`src/rtl/conv_job_sequencer.sv`:
```
`default_nettype none
// ---------------------------------------------------------------------------
// conv_job_sequencer : drives one fixed(8.8)->float16 job at a time through the core
// Rev 1.0
// ---------------------------------------------------------------------------
module conv_job_sequencer #(
   parameter logic [7:0] IN_ADDR_LO  = 8'd0,
   parameter logic [7:0] IN_ADDR_HI  = 8'd1,
   parameter logic [7:0] OUT_ADDR_LO = 8'd2,
   parameter logic [7:0] OUT_ADDR_HI = 8'd3,
   parameter int         TIMEOUT     = 4096
) (
   input  logic        clk,
   input  logic        reset,
   input  logic        op_valid,
   input  logic [15:0] op_data,
   output logic        op_ready,
   output logic        res_valid,
   output logic [15:0] res_data,
   output logic        res_err,
   input  logic        res_ready,
   output logic        dm_wr_en,
   output logic [7:0]  dm_addr,
   output logic [7:0]  dm_wr_data,
   input  logic [7:0]  dm_rd_data,
   output logic        core_reset,
   output logic        core_start,
   input  logic        core_ack,
   output logic        busy,
   output logic [15:0] job_count
);

   localparam int TW = $clog2(TIMEOUT) + 1;

   localparam logic [3:0] S_IDLE = 4'd0;
   localparam logic [3:0] S_CRST = 4'd1;
   localparam logic [3:0] S_WHI  = 4'd2;
   localparam logic [3:0] S_WLO  = 4'd3;
   localparam logic [3:0] S_STRT = 4'd4;
   localparam logic [3:0] S_WAIT = 4'd5;
   localparam logic [3:0] S_RHI  = 4'd6;
   localparam logic [3:0] S_RLO  = 4'd7;
   localparam logic [3:0] S_DONE = 4'd8;

   logic [3:0]    r_state;
   logic [3:0]    w_next;
   logic [15:0]   r_op;
   logic [15:0]   r_res;
   logic          r_err;
   logic [TW-1:0] r_timer;
   logic [15:0]   r_job_count;
   logic          w_timeout;

   assign w_timeout = (r_timer == TW'(TIMEOUT - 1));

   always_ff @(posedge clk) begin
      if (reset) r_state <= S_IDLE;
      else       r_state <= w_next;
   end

   always_comb begin
      w_next = r_state;
      case (r_state)
         S_IDLE: if (op_valid) w_next = S_CRST;
         S_CRST: w_next = S_WHI;
         S_WHI:  w_next = S_WLO;
         S_WLO:  w_next = S_STRT;
         S_STRT: w_next = S_WAIT;
         // ack takes priority over an expiring timer in the same cycle
         S_WAIT: begin
            if (core_ack)       w_next = S_RHI;
            else if (w_timeout) w_next = S_DONE;
         end
         S_RHI:  w_next = S_RLO;
         S_RLO:  w_next = S_DONE;
         S_DONE: if (res_ready) w_next = S_IDLE;
         default: w_next = S_IDLE;
      endcase
   end

   always_ff @(posedge clk) begin
      if (reset) begin
         r_op        <= 16'h0000;
         r_res       <= 16'h0000;
         r_err       <= 1'b0;
         r_timer     <= '0;
         r_job_count <= 16'h0000;
      end else begin
         case (r_state)
            S_IDLE: if (op_valid) r_op <= op_data;
            S_STRT: r_timer <= '0;
            S_WAIT: begin
               if (!core_ack) begin
                  if (w_timeout) begin
                     r_res <= 16'h0000;
                     r_err <= 1'b1;
                  end else begin
                     r_timer <= r_timer + 1'b1;
                  end
               end
            end
            S_RHI:  r_res[15:8] <= dm_rd_data;
            S_RLO:  r_res[7:0]  <= dm_rd_data;
            S_DONE: begin
               if (res_ready) begin
                  r_job_count <= r_job_count + 16'd1;
                  r_err       <= 1'b0;
               end
            end
            default: ;
         endcase
      end
   end

   // Outputs are forced low for as long as reset is held, whatever the state.
   always_comb begin
      op_ready   = 1'b0;
      res_valid  = 1'b0;
      res_data   = 16'h0000;
      res_err    = 1'b0;
      dm_wr_en   = 1'b0;
      dm_addr    = 8'h00;
      dm_wr_data = 8'h00;
      core_reset = 1'b0;
      core_start = 1'b0;
      busy       = 1'b0;
      job_count  = 16'h0000;
      if (!reset) begin
         busy      = (r_state != S_IDLE);
         res_data  = r_res;
         res_err   = r_err;
         job_count = r_job_count;
         case (r_state)
            S_IDLE: op_ready = 1'b1;
            S_CRST: core_reset = 1'b1;
            S_WHI: begin
               dm_wr_en   = 1'b1;
               dm_addr    = IN_ADDR_HI;
               dm_wr_data = r_op[15:8];
            end
            S_WLO: begin
               dm_wr_en   = 1'b1;
               dm_addr    = IN_ADDR_LO;
               dm_wr_data = r_op[7:0];
            end
            S_STRT: core_start = 1'b1;
            S_RHI:  dm_addr = OUT_ADDR_HI;
            S_RLO:  dm_addr = OUT_ADDR_LO;
            S_DONE: res_valid = 1'b1;
            default: ;
         endcase
      end
   end

endmodule
`default_nettype wire

```
`config.mk`:
```
export PLATFORM = sky130hd
export DESIGN_NAME = conv_job_sequencer
export DESIGN_NICKNAME = d
export VERILOG_FILES = /design/src/rtl/conv_job_sequencer.sv
export SDC_FILE = /design/constraint.sdc
export NUM_CORES = 1
export LEC_CHECK = 0
export BUFFER_PORTS_ARGS = -buffer_cell sky130_fd_sc_hd__buf_4
export CAP_MARGIN = 10
export CORE_MARGIN = 2
export CORE_UTILIZATION = 45
export DETAILED_ROUTE_END_ITERATION = 8
export PLACE_DENSITY = 0.7
export SKIP_CTS_REPAIR_TIMING = 1
export SLEW_MARGIN = 20
export SYNTH_ARGS = -nofsm -noshare
export SYNTH_HDL_FRONTEND = slang
export SYNTH_SLANG_ARGS = --single-unit
```
`constraint.sdc`:
```
create_clock -name clk -period 3.9 [get_ports clk]
set_input_delay 0.39 -clock clk [delete_from_list [all_inputs] [get_ports clk]]
set_output_delay 0.39 -clock clk [all_outputs]
set_load 0.01 [all_outputs]
```
==> results_dict.tcl <==
set metrics [dict create \
    cts_tree "built" \
    arrival_ps 2440 \
    slew_headroom_pct 34.9 \
    synth.distinct_cells 49 \
    endpoint_kind "primary output" \
    coreArea_mm2 0.00679 \
    overflow 0 \
    power_density_mw_per_mm2 373 \
    ir_drop_v 0.000239 \
    worst_slack_ps 1070 \
    p_leak_nw 1.54 \
    antenna_found_initial 0 \
    cp_data_required_time_ps 3510 \
    io_pins 84 \
    dieHeight_um 87.9 \
    ys_seq_elements 66 \
    startpoint_type "flop" \
    port-buffer-count 77 \
    final.period_utilization_pct 72.6 \
    ff_latch_area_mm2 0.00132 \
    hold_class "primary input to flop" \
    wl_per_cell_um 12.7 \
    synth_compound_area_share_pct 14.0 \
    root_buffer "clkbuf_8" \
    worst_pin_slew_ps 969 \
    drv_cap 0 \
    synth-seq-area-share_pct 41.7 \
    dp_hpwl_mm 4.89 \
    synth_warnings 0 \
    synth_top_family_by_area "simple AND/OR/NAND/NOR gates" \
    worst-path-max-fanout 15 \
    slew_viol_final 0 \
    avgSynthCellArea_um2 8.09 \
    drc_errors 0 \
    rows 30 \
    num-nets-final 490 \
    synth_xor_area_share_pct 5.52 \
    cts-buffers-inserted 9 \
    grt_pass1_vias 2512 \
    clk_pin_slew_ps 70 \
    insertion_delay_ps 340 \
    htreeDepth 3 \
    dp_slack_ps 1420 \
    fmax_mhz 353 \
    numClockSinks 66 \
    via_per_inst 5.18 \
    syn2layout_area_growth_pct 25.8 \
    vias 2898 \
    synth_simple_gate_area_share_pct 32.3 \
    initialDrtViolationCount 103 \
    multi_input_area_mm2 0.00171 \
    hold_violations 0 \
    synth_mux_area_share_pct 0.710 \
    status "complete, no violations" \
    synth_adder_area_share_pct 0.789 \
    setup_viol 0 \
    drt.antenna.violating_nets 0 \
    utilization_pct 58.7 \
    routed_wl_mm 7.08 \
    syn_inst 392 \
    drive_above_1_share_pct 22.2 \
    syn_area_mm2 0.00317 \
    first_pass_iters 4 \
    grt_pass1_wl_mm 11.5 \
    finalCriticalPeriod_ps 2830 \
    setup_tns_ps 0 \
    start_util_pct 46.7 \
    gr-usage-all-layers_pct 18.6 \
    skew_ps 6.49 \
    clockBufferDepth 2 \
    grt_max_degree 98 \
    holdWs_ps 267 \
    path_class "flop to primary output" \
    rsz0062_at_grt "no" \
    die_w_um 87.9 \
    diodes 0 \
    gp_congestion 0.817 \
    dieArea_mm2 0.00773 \
    fillers 665 \
]
-- metrics by stage --
stage	power, mW	cell area, um2	instances
2_1_floorplan	0.810	3190	397
4_1_cts	1.51	3990	560
3_3_place_gp	0.856	3760	544
6_report	1.49	3990	560
3_5_place_dp	0.857	3760	544
5_1_grt	1.55	3990	560
-- cell usage after synthesis, drive strengths merged --
library cell	number	area (um2)
dfxtp	66	1320
nand2	54	210
nor2	49	184
nor2b	34	213
a21oi	31	155
buf	14	82.6
clkbuf	13	48.8
xnor2	13	114
o21ai	12	60.1
nand3	11	55.1
nor3	10	55.1
nor4	9	71.3
a22o	8	70.1
a22oi	8	60.1
xor2	7	61.3
inv	6	22.5
nand4	6	37.5
nand2b	4	25.0
and4	3	26.3
nor4b	3	32.5
a211oi	2	15.0
and2	2	12.5
and3	2	12.5
ha	2	25.0
mux2	2	22.5
nand3b	2	15.0
nor3b	2	20.0
or3	2	12.5
or4b	2	20.0
a2111oi	1	10.0
a2bb2oi	1	8.76
a31oi	1	6.26
a32oi	1	8.76
and4bb	1	12.5
conb	1	3.75
nand4b	1	8.76
o211ai	1	7.51
o21a	1	7.51
o21ba	1	10.0
o22a	1	8.76
o311ai	1	8.76
o41ai	1	8.76
-- state kept, by name, summed over array words and instances, names as in the netlist --
name,flops
r_res,16
r_op,16
r_state,4
r_timer,13
r_job_count,16
r_err,1
-- kinds of logic after synthesis --
logic type                 Yosys count
AOI/OAI and AO/OA                   71
xor gates and xnor gates            20
DFF                                 66
adders and majority gates            2
muxes                                2
buffers and inverters               33
and+or+nand+nor                    197
other                                1
-- path summary, 6_finish.rpt --
kind                                   to  cells past startpoint                     from  slack [ps]
min reg2reg          r_op[4]$_SDFFE_PP0P_                      2     r_op[4]$_SDFFE_PP0P_         460
max                         dm_wr_data[6]                      5  r_state[1]$_SDFFE_PP0P_        1070
max reg2reg  r_job_count[15]$_SDFFE_PP0P_                      6  r_state[3]$_SDFFE_PP0P_        1750
min                r_res[11]$_SDFFE_PP0P_                      2            dm_rd_data[3]         270
-- critical path, stage by stage (launching register included) --
cell	delay, ps
dfxtp_1	600
nand2b_1	190
nor3_1	770
a22oi_1	260
nor2_1	150
buf_4	140
-- placed cells by master, fill, tap and decap left out, types with 3 or more instances in the layout --
cell type   n
buf_4      78
dfxtp_1    66
nand2_1    53
nor2_1     49
nor2b_1    34
a21oi_1    31
xnor2_1    13
o21ai_0    12
nand3_1    11
clkbuf_8   10
nor3_1      9
a22oi_1     8
nor4_1      8
a22o_1      8
xor2_1      7
inv_1       6
nand4_1     6
conb_1      6
nand2b_1    4
and4_1      3
-- report_power, final --
group | internal (mW) | switching (mW)
Combinational | 0.0515 | 0.0821
Sequential | 0.691 | 0.0173
Clock | 0.378 | 0.267
-- layout make-up --
| class | count | area share (%) |
|---|---|---|
| flip-flops and latches | 66 | 33.1 |
| clock inverters | 6 | 2.23 |
| clock buffers | 10 | 3.45 |
| well taps | 96 | 3.01 |
| multi-input cells | 298 | 43.0 |
| repair buffers | 78 | 14.7 |
| inverters | 6 | 0.564 |
-- routing by layer --
metal | global-route usage, % | up-vias | wire [um]
li1 | - | 1477 | -
met1 | 25.3 | 1343 | 3380
met2 | 28.0 | 71 | 3250
met3 | 4.62 | 7 | 367
met4 | 7.83 | 0 | 87
met5 | 0 | - | 0
(Power assumes the default switching activity.)
